===== src/rtl/cc_seq_if.sv =====
// Serial score stream in, ranked id stream out.
// master drives scores and out_ready; slave is the sequencer.
interface cc_seq_if;
  logic       in_valid;
  logic       in_ready;
  logic [3:0] in_score;
  logic [2:0] in_opt;
  logic [1:0] in_a;
  logic [2:0] in_b;
  logic       out_valid;
  logic       out_ready;
  logic [2:0] out_id;
  logic [2:0] out_result;
  logic       out_last;

  modport master (
    output in_valid, in_score, in_opt, in_a, in_b,
    output out_ready,
    input  in_ready, out_valid, out_id,
    input  out_result, out_last
  );

  modport slave (
    input  in_valid, in_score, in_opt, in_a, in_b,
    input  out_ready,
    output in_ready, out_valid, out_id,
    output out_result, out_last
  );
endinterface


===== src/rtl/cc_seq_ctrl.sv =====
// Frame sequencer around the combinational CC ranking core.
// Optional frame abort on LOAD gaps: define CC_SEQ_ABORT_EN.
module cc_seq_ctrl #(
  parameter int EXEC_CYCLES = 1
) (
  input  logic        clk,
  input  logic        rst,
  cc_seq_if.slave     bus,
  output logic [27:0] cc_s_flat,
  output logic [2:0]  cc_opt,
  output logic [1:0]  cc_a,
  output logic [2:0]  cc_b,
  input  logic [20:0] cc_id_flat,
  input  logic [2:0]  cc_out,
  output logic        abort_err
);

  typedef enum logic [1:0] {
    S_IDLE,
    S_LOAD,
    S_EXEC,
    S_DRAIN
  } state_t;

  localparam logic [3:0] LP_EXEC_LAST =
    4'(EXEC_CYCLES - 1);

  state_t           r_state;
  logic [3:0]       r_cnt;
  logic [2:0]       r_rank;
  logic [6:0][3:0]  r_s;
  logic [2:0]       r_opt;
  logic [1:0]       r_a;
  logic [2:0]       r_b;
  logic [6:0][2:0]  r_ids;
  logic [2:0]       r_res;
  logic             r_in_ready;
  logic             r_out_valid;
  logic [2:0]       r_out_id;
  logic             r_out_last;
`ifdef CC_SEQ_ABORT_EN
  logic             r_abort;
`endif

  logic       w_acc;
  logic       w_hs;
  logic [2:0] w_rank_nxt;

  assign w_acc      = bus.in_valid & r_in_ready;
  assign w_hs       = r_out_valid & bus.out_ready;
  assign w_rank_nxt = r_rank + 3'd1;

  always_ff @(posedge clk or posedge rst) begin
    if (rst) begin
      r_state     <= S_IDLE;
      r_cnt       <= '0;
      r_rank      <= '0;
      r_s         <= '0;
      r_opt       <= '0;
      r_a         <= '0;
      r_b         <= '0;
      r_ids       <= '0;
      r_res       <= '0;
      r_in_ready  <= 1'b1;
      r_out_valid <= 1'b0;
      r_out_id    <= '0;
      r_out_last  <= 1'b0;
`ifdef CC_SEQ_ABORT_EN
      r_abort     <= 1'b0;
`endif
    end else begin
`ifdef CC_SEQ_ABORT_EN
      r_abort <= 1'b0;
`endif
      unique case (r_state)
        S_IDLE: begin
          if (w_acc) begin
            r_s[0]  <= bus.in_score;
            r_opt   <= bus.in_opt;
            r_a     <= bus.in_a;
            r_b     <= bus.in_b;
            r_cnt   <= 4'd1;
            r_state <= S_LOAD;
          end
        end
        S_LOAD: begin
          if (w_acc) begin
            r_s[r_cnt[2:0]] <= bus.in_score;
            if (r_cnt == 4'd6) begin
              r_cnt      <= '0;
              r_in_ready <= 1'b0;
              r_state    <= S_EXEC;
            end else begin
              r_cnt <= r_cnt + 4'd1;
            end
          end
`ifdef CC_SEQ_ABORT_EN
          // in_ready is high here, so no accept means no valid
          else begin
            r_cnt   <= '0;
            r_abort <= 1'b1;
            r_state <= S_IDLE;
          end
`endif
        end
        S_EXEC: begin
          if (r_cnt == LP_EXEC_LAST) begin
            r_ids       <= cc_id_flat;
            r_res       <= cc_out;
            r_out_id    <= cc_id_flat[2:0];
            r_out_last  <= 1'b0;
            r_rank      <= '0;
            r_cnt       <= '0;
            r_out_valid <= 1'b1;
            r_state     <= S_DRAIN;
          end else begin
            r_cnt <= r_cnt + 4'd1;
          end
        end
        S_DRAIN: begin
          if (w_hs) begin
            if (r_out_last) begin
              r_out_valid <= 1'b0;
              r_out_last  <= 1'b0;
              r_in_ready  <= 1'b1;
              r_rank      <= '0;
              r_state     <= S_IDLE;
            end else begin
              r_rank     <= w_rank_nxt;
              r_out_id   <= r_ids[w_rank_nxt];
              r_out_last <= (w_rank_nxt == 3'd6);
            end
          end
        end
        default: r_state <= S_IDLE;
      endcase
    end
  end

  assign cc_s_flat      = r_s;
  assign cc_opt         = r_opt;
  assign cc_a           = r_a;
  assign cc_b           = r_b;
  assign bus.in_ready   = r_in_ready;
  assign bus.out_valid  = r_out_valid;
  assign bus.out_id     = r_out_id;
  assign bus.out_result = r_res;
  assign bus.out_last   = r_out_last;

`ifdef CC_SEQ_ABORT_EN
  assign abort_err = r_abort;
`else
  assign abort_err = 1'b0;
`endif

endmodule


===== src/flat_wrapper.sv =====
// flat-port wrapper written by rule: the top's interface ports become plain ports
module cc_seq_ctrl_flat 
#(
  parameter int EXEC_CYCLES = 1
)
  (clk, rst, cc_s_flat, cc_opt, cc_a, cc_b, cc_id_flat, cc_out, abort_err, bus_in_valid, bus_in_score, bus_in_opt, bus_in_a, bus_in_b, bus_out_ready, bus_in_ready, bus_out_valid, bus_out_id, bus_out_result, bus_out_last);
  cc_seq_if bus_i ();
  input  logic clk;
  input  logic rst;
  output logic [27:0] cc_s_flat;
  output logic [2:0] cc_opt;
  output logic [1:0] cc_a;
  output logic [2:0] cc_b;
  input  logic [20:0] cc_id_flat;
  input  logic [2:0] cc_out;
  output logic abort_err;
  input wire logic [$bits(bus_i.in_valid)-1:0] bus_in_valid;
  input wire logic [$bits(bus_i.in_score)-1:0] bus_in_score;
  input wire logic [$bits(bus_i.in_opt)-1:0] bus_in_opt;
  input wire logic [$bits(bus_i.in_a)-1:0] bus_in_a;
  input wire logic [$bits(bus_i.in_b)-1:0] bus_in_b;
  input wire logic [$bits(bus_i.out_ready)-1:0] bus_out_ready;
  output wire logic [$bits(bus_i.in_ready)-1:0] bus_in_ready;
  output wire logic [$bits(bus_i.out_valid)-1:0] bus_out_valid;
  output wire logic [$bits(bus_i.out_id)-1:0] bus_out_id;
  output wire logic [$bits(bus_i.out_result)-1:0] bus_out_result;
  output wire logic [$bits(bus_i.out_last)-1:0] bus_out_last;
  assign bus_i.in_valid = bus_in_valid;
  assign bus_i.in_score = bus_in_score;
  assign bus_i.in_opt = bus_in_opt;
  assign bus_i.in_a = bus_in_a;
  assign bus_i.in_b = bus_in_b;
  assign bus_i.out_ready = bus_out_ready;
  assign bus_in_ready = bus_i.in_ready;
  assign bus_out_valid = bus_i.out_valid;
  assign bus_out_id = bus_i.out_id;
  assign bus_out_result = bus_i.out_result;
  assign bus_out_last = bus_i.out_last;
  cc_seq_ctrl #(.EXEC_CYCLES(EXEC_CYCLES)) u_core (.clk(clk), .rst(rst), .bus(bus_i), .cc_s_flat(cc_s_flat), .cc_opt(cc_opt), .cc_a(cc_a), .cc_b(cc_b), .cc_id_flat(cc_id_flat), .cc_out(cc_out), .abort_err(abort_err));
endmodule

===== config.mk =====
export PLATFORM = sky130hd
export DESIGN_NAME = cc_seq_ctrl_flat
export DESIGN_NICKNAME = d
export VERILOG_FILES = /design/src/rtl/cc_seq_if.sv /design/src/rtl/cc_seq_ctrl.sv /design/src/flat_wrapper.sv
export SDC_FILE = /design/constraint.sdc
export NUM_CORES = 1
export LEC_CHECK = 0
export BUFFER_PORTS_ARGS = -buffer_cell sky130_fd_sc_hd__buf_2
export CAP_MARGIN = 10
export CORE_UTILIZATION = 57
export DETAILED_ROUTE_END_ITERATION = 8
export PLACE_DENSITY = 0.94
export SLEW_MARGIN = 40
export SYNTH_ARGS = -nofsm -noshare
export SYNTH_HDL_FRONTEND = slang
export SYNTH_SLANG_ARGS = --single-unit
export TNS_END_PERCENT = 20

===== constraint.sdc =====
create_clock -name clk -period 5.25 [get_ports clk]
set_input_delay 1.05 -clock clk [delete_from_list [all_inputs] [get_ports clk]]
set_output_delay 1.05 -clock clk [all_outputs]
set_load 0.02 [all_outputs]

======== Yosys cells after proc, flatten, opt, wreduce, memory -nomap -nowiden ========
Index checks and enable logic that the tools add are counted.
word-level totals
  register bits after elaboration ......... 75
  input bits .............................. 40
  logic and storage cells ................. 102
  output and inout port bits .............. 46
cells by class
  $add $sub $neg .......................... 2
  multiplexer cells ....................... 41
  equal/unequal tests ..................... 12
  reduce and logical (&&, ||, !) cells .... 17
  order comparisons ....................... 3
  bitwise gates (word level) .............. 2
operator list
  operator                                                    count
  bitwise mux 28 bit                                          1
  two-way mux 4 bit                                           7
  two-way mux 3 bit                                           7
  demux 4 bit (select 3 bit)                                  1
  two-way mux 2 bit                                           6
  != test 2 x 1 -> 1 bit, second input constant               6
  one-hot mux 3 bit (2 select lines)                          2
  one-hot mux 4 bit (3 select lines)                          1
  two-way mux 1 bit                                           10
  binary-select mux 3 bit (select 3 bit)                      1
  AND reduction 3 bit                                         3
  less-than comparator 3 x 4 -> 1 bit, second input constant  2
  one-hot mux 2 bit (4 select lines)                          1
  one-hot mux 4 bit (2 select lines)                          1
  AND reduction 4 bit                                         2
  one-hot mux 1 bit (2 select lines)                          3
  AND reduction 2 bit                                         3
  AND reduction 6 bit                                         1
  nonzero test 2 bit                                          3
  AND reduction 5 bit                                         1
  adder 4 x 1 -> 4 bit, second input constant                 1
  == test 2 bit, second input constant                        2
  == test 4 x 3 -> 1 bit, second input constant               1
  logical NOT 4 bit                                           1
  other kinds (9)                                             10

======== Depth between registers and ports, before layout ========
  word-level depth ........................ 7
  gate-level depth with buffers ........... 8

======== Worst setup path before layout ========
Ideal clock, no wire load.
  path kind ............................... input-to-reg
  start ................................... input port bus_in_valid
  end ..................................... register u_core.r_s, in the netlist u_core.cc_s_flat[10]
  stages .................................. 3
  path buffers ............................ 0
  setup time .............................. 0.125 ns
  slack ................................... 3.203 ns
  arrival ................................. 1.922 ns
  path through ............................ nand2_1 -> nor4_4 -> mux2_2
on the way
  cells in the longest elaborated chain, start to end .. 2
RTL lines
  what                                  RTL line            RTL
  start, declared                       flat_wrapper.sv:17  input wire logic [$bits(bus_i.in_valid)-1:0] bus_in_valid;
  bitwise AND 1 bit                     cc_seq_ctrl.sv:49   assign w_acc = bus.in_valid & r_in_ready;
  AND reduction 2 bit (no source line)  -
  end signal, assigned by index         cc_seq_ctrl.sv:88   r_s[r_cnt[2:0]] <= bus.in_score;
  end, declared                         cc_seq_ctrl.sv:31   logic [6:0][3:0] r_s;
Every way passes these cells.
A chain may end at the register's enable or synchronous reset.

======== Worst setup path in the final report ========
  start ................................... register u_core.r_cnt[0]
  end ..................................... register u_core.r_rank[2]
on the way
  cells in the longest elaborated chain, start to end .. 3
RTL lines
  what                                     RTL line            RTL
  start, declared                          cc_seq_ctrl.sv:29   logic [3:0] r_cnt;
  start signal, assigned                   cc_seq_ctrl.sv:94   r_cnt <= r_cnt + 4'd1;
  start signal, assigned                   cc_seq_ctrl.sv:117  r_cnt <= r_cnt + 4'd1;
  logical NOT 4 bit                        cc_seq_ctrl.sv:107  if (r_cnt == LP_EXEC_LAST) begin
  != test 2 x 1 -> 1 bit (no source line)  -
  AND reduction 3 bit (no source line)     -
  end signal, assigned                     cc_seq_ctrl.sv:129  r_rank <= w_rank_nxt;
  end, declared                            cc_seq_ctrl.sv:30   logic [2:0] r_rank;
Every way passes these cells.

==> summary.txt <==
Run status
  • Status: complete, no violations

Timing
  • Setup tns final: 0 ns
  • RSZ-0062 raised after global routing: no
  • Max Clk Rate: 391 MHz
  • Hold Violations, Final: 0
  • Tightest Pin Transition: 0.698 ns
  • Slew Limit Headroom: 53.4%
  • Final setup fails: 0
  • Final Critical Period: 2.56 ns
  • Final Skew: 0.0101 ns
  • Max Transition Viols Final: 0
  • Period utilization: 48.7%

Die
  • Die ar.: 6430 um^2
  • Initial Utilization: 58.9%
  • CORE AREA: 5920 um^2
  • Row cnt: 28
  • I/O pins: 86
  • Die span in y: 80.2 um
  • Die width: 80.2 um

Route
  • Routed Wire Length: 7860 um
  • 1st-iter DRT viols: 167
  • DRC Markers: 0
  • Metal2 WL: 4090 um
  • TritonRoute pass-1 iters: 4
  • WL/cell: 16.5 um
  • Vias per cell: 5.61
  • Routed Antenna Nets: 0
  • Total number of vias: 2675
  • Met3 WL: 405 um
  • Met1 Wirelength: 3200 um
  • DR top layer: met4

Global route
  • Number of global-route vias before repair: 2767
  • Antenna violations before repair: 0
  • Largest net degree at the start of global routing: 50
  • First-pass GRT wire length: 13100 um
  • Global route overflow: 0
  • Global Route Usage Sum: 27.1%

Yosys
  • Dominant synthesized flop cell: dfrtp_1
  • Compound-Gate Fraction of Synth Area: 5.27%
  • FFs w/ async S/R, synth: 100%
  • Syn avg cell area: 11.2 um^2
  • Ys Warns: 0
  • Adder-Cell Fraction of Synth Area: 3.59%
  • Synth Instances: 311
  • Largest family of logic cells by synthesized area: simple AND/OR/NAND/NOR gates
  • Area contributors post-synth: dfrtp_1 53%, mux2_2 13%, nand2_1 9.3%
  • Share of the yosys chip area belonging to registers: 53.9%
  • Post-synth top area share: 53.1%
  • Post-synth EDFFs: 0
  • Synth area leader: dfrtp_1
  • Synth unique cells: 42
  • Post-Synth XOR/XNOR Area: 0.251%
  • Mapped Nets: 361
  • Register bit count reported by yosys: 75
  • Mux share of post-synthesis cell area: 15.5%
  • Mapped cell area: 3490 um^2
  • Synthesized-area fraction occupied by and/or/nand/nor cells: 18.9%

Cells and area
  • Share of cells above drive strength 1: 39.6%
  • Filler cell count: 400
  • # nets final: 447
  • # diodes: 0
  • Layout Area Growth over Synthesis: 20.1%

Worst setup path
  • Kind of end point of the critical path: flop
  • Crit path max fanout: 27
  • Worst setup SP type: flop
  • CP Cell Sequence: inv_1 > ha_1 > nand4bb_2 > a22o_1 > or2_1 > o21ai_1
  • WP data required: 5.51 ns
  • CP max-delay cell: nand4bb_2
  • WS Path Type: flop to flop
  • Arrival time of the worst setup path: 2.82 ns
  • CP peak stage delay: 0.58 ns

Clock network
  • Clock Tree Buf Depth: 2
  • Max H-tree Level: 3
  • CTS sink count: 75
  • Num CTS Buffers: 9
  • # hold bufs at CTS: 0
  • Setup bufs post-CTS: 0
  • # resized after CTS: 0
  • Clk slew on worst S/H paths: 0.08 ns
  • Latest clock arrival within the worst-skew pair: 0.34 ns
  • CTS tree: yes
  • Root Driver: clkbuf_8

Hold path
  • Hold Crit Class: flop to flop

Power
  • Lkg Pwr: 2.14 nW
  • Total power: 0.00110 W
  • Peak supply drop: 0.000190 V
  • Pwr Density: 262 nW/um^2

Place
  • Post-DP HPWL: 5610 um
  • PortBufs: 84
  • Routability cong.: 0.817

Run
  • Max cap viols: 0
[synth_stat cells (all sizes together) (6+ instances only)]
cell type,number
ha,10
nor2,11
nand2,86
mux2,40
inv,9
nand2b,7
buf,6
dfrtp,74
o21ai,7
[cell families (layout without fill, tap and decap cells)]
| group | count (synthesis) | in the layout |
|---|---|---|
| buffers and inverters | 20 | 111 |
| DFF | 75 | 75 |
| xor gates and xnor gates | 1 | 1 |
| adders and majority gates | 10 | 10 |
| AOI/OAI and AO/OA | 28 | 28 |
| muxes | 45 | 45 |
| and+or+nand+nor | 131 | 131 |
| other | 1 | 1 |
[layer usage]
metal  vias to the layer above  track usage (%)
li1                       1236                -
met1                      1324             33.5
met2                        98             45.7
met3                        17             5.11
met4                         0             12.9
met5                         -                0
[area by class of cell]
type                    count  area, um^2  share of cell area, %
repair buffers             86         435                   10.4
flip-flops and latches     75        1880                   44.9
well taps                  75        93.8                   2.24
multi-input cells         216        1530                   36.5
inverters                   9        36.3                  0.867
clock inverters             7        92.6                   2.21
clock buffers               9         124                   2.96
[per-stage QoR]
| step | setup WS (ns) | cells | area [um^2] | hold slack [ns] | util [%] |
|---|---|---|---|---|---|
| floorplan | 2.29 | 311 | 3490 | 0.440 | - |
| global placement | 2.55 | 461 | 3960 | 0.454 | 66.9 |
| detailed placement | 2.74 | 461 | 3970 | 0.459 | 67.1 |
| CTS | 2.71 | 477 | 4190 | 0.479 | 70.7 |
| global route | 2.51 | 477 | 4190 | 0.505 | 70.7 |
| finish | 2.69 | 477 | 4190 | 0.479 | 70.7 |
[path summary, 6_finish.rpt]
check                                             start                              endpoint  slack (ns)  depth (start not counted)
min in group asynchronous                           rst  u_core.bus.out_result[1]$_DFFE_PP0P_        0.78                          2
setup / recovery            u_core.r_cnt[0]$_DFFE_PP0P_          u_core.r_rank[2]$_DFFE_PP0P_        2.69                          6
max in group asynchronous                           rst            u_core.cc_b[0]$_DFFE_PP0P_        3.69                          3
hold / removal             u_core.r_ids[16]$_DFFE_PP0P_          u_core.r_ids[16]$_DFFE_PP0P_        0.48                          2
setup reg to reg            u_core.r_cnt[0]$_DFFE_PP0P_          u_core.r_rank[2]$_DFFE_PP0P_        2.69                          6
hold reg to reg            u_core.r_ids[16]$_DFFE_PP0P_          u_core.r_ids[16]$_DFFE_PP0P_        0.48                          2
[cell usage in the layout, fill, tap and decap left out, types with 4 or more instances in the layout]
cell and count:
buf_2 84, a31oi_1 4, inv_1 7, nor2_1 11
ha_1 10, nand3_1 5, dfrtp_1 74, mux2_2 40
o21ai_0 4, a21oi_1 5, nor2b_1 4, nand2_1 86
clkbuf_8 9, nand2b_1 7, nor3_2 4
[state kept, by name, indices dropped and copies added, names as in the netlist]
register and flops:
u_core.bus.out_last 1, u_core.bus.out_result 3, u_core.cc_opt 3, u_core.cc_b 3, u_core.r_cnt 4, u_core.bus.out_id 3, u_core.r_state 2, u_core.r_rank 3
u_core.cc_a 2, u_core.bus.out_valid 1, u_core.r_ids 21, u_core.bus.in_ready 1, u_core.cc_s_flat 28
[worst max-delay path, delay by kind of cell (launching register included)]
family | cells | cell delay (ns)
AO/OA/AOI/OAI | 2 | 0.65
flip-flops | 1 | 0.55
buffers and inverters | 1 | 0.19
adder cells (fa/ha/maj) | 1 | 0.23
AND/OR/NAND/NOR | 2 | 0.85
[power breakdown]
group	internal (W)	leakage [nW]	total, W	switching [W]
combinational	0.0000138	1.15	0.0000378	0.0000240
clock	0.000267	0.113	0.000480	0.000214
sequential	0.000578	0.876	0.000579	0.000000633
total	0.000859	2.14	0.00110	0.000238
(Power assumes the default switching activity.)
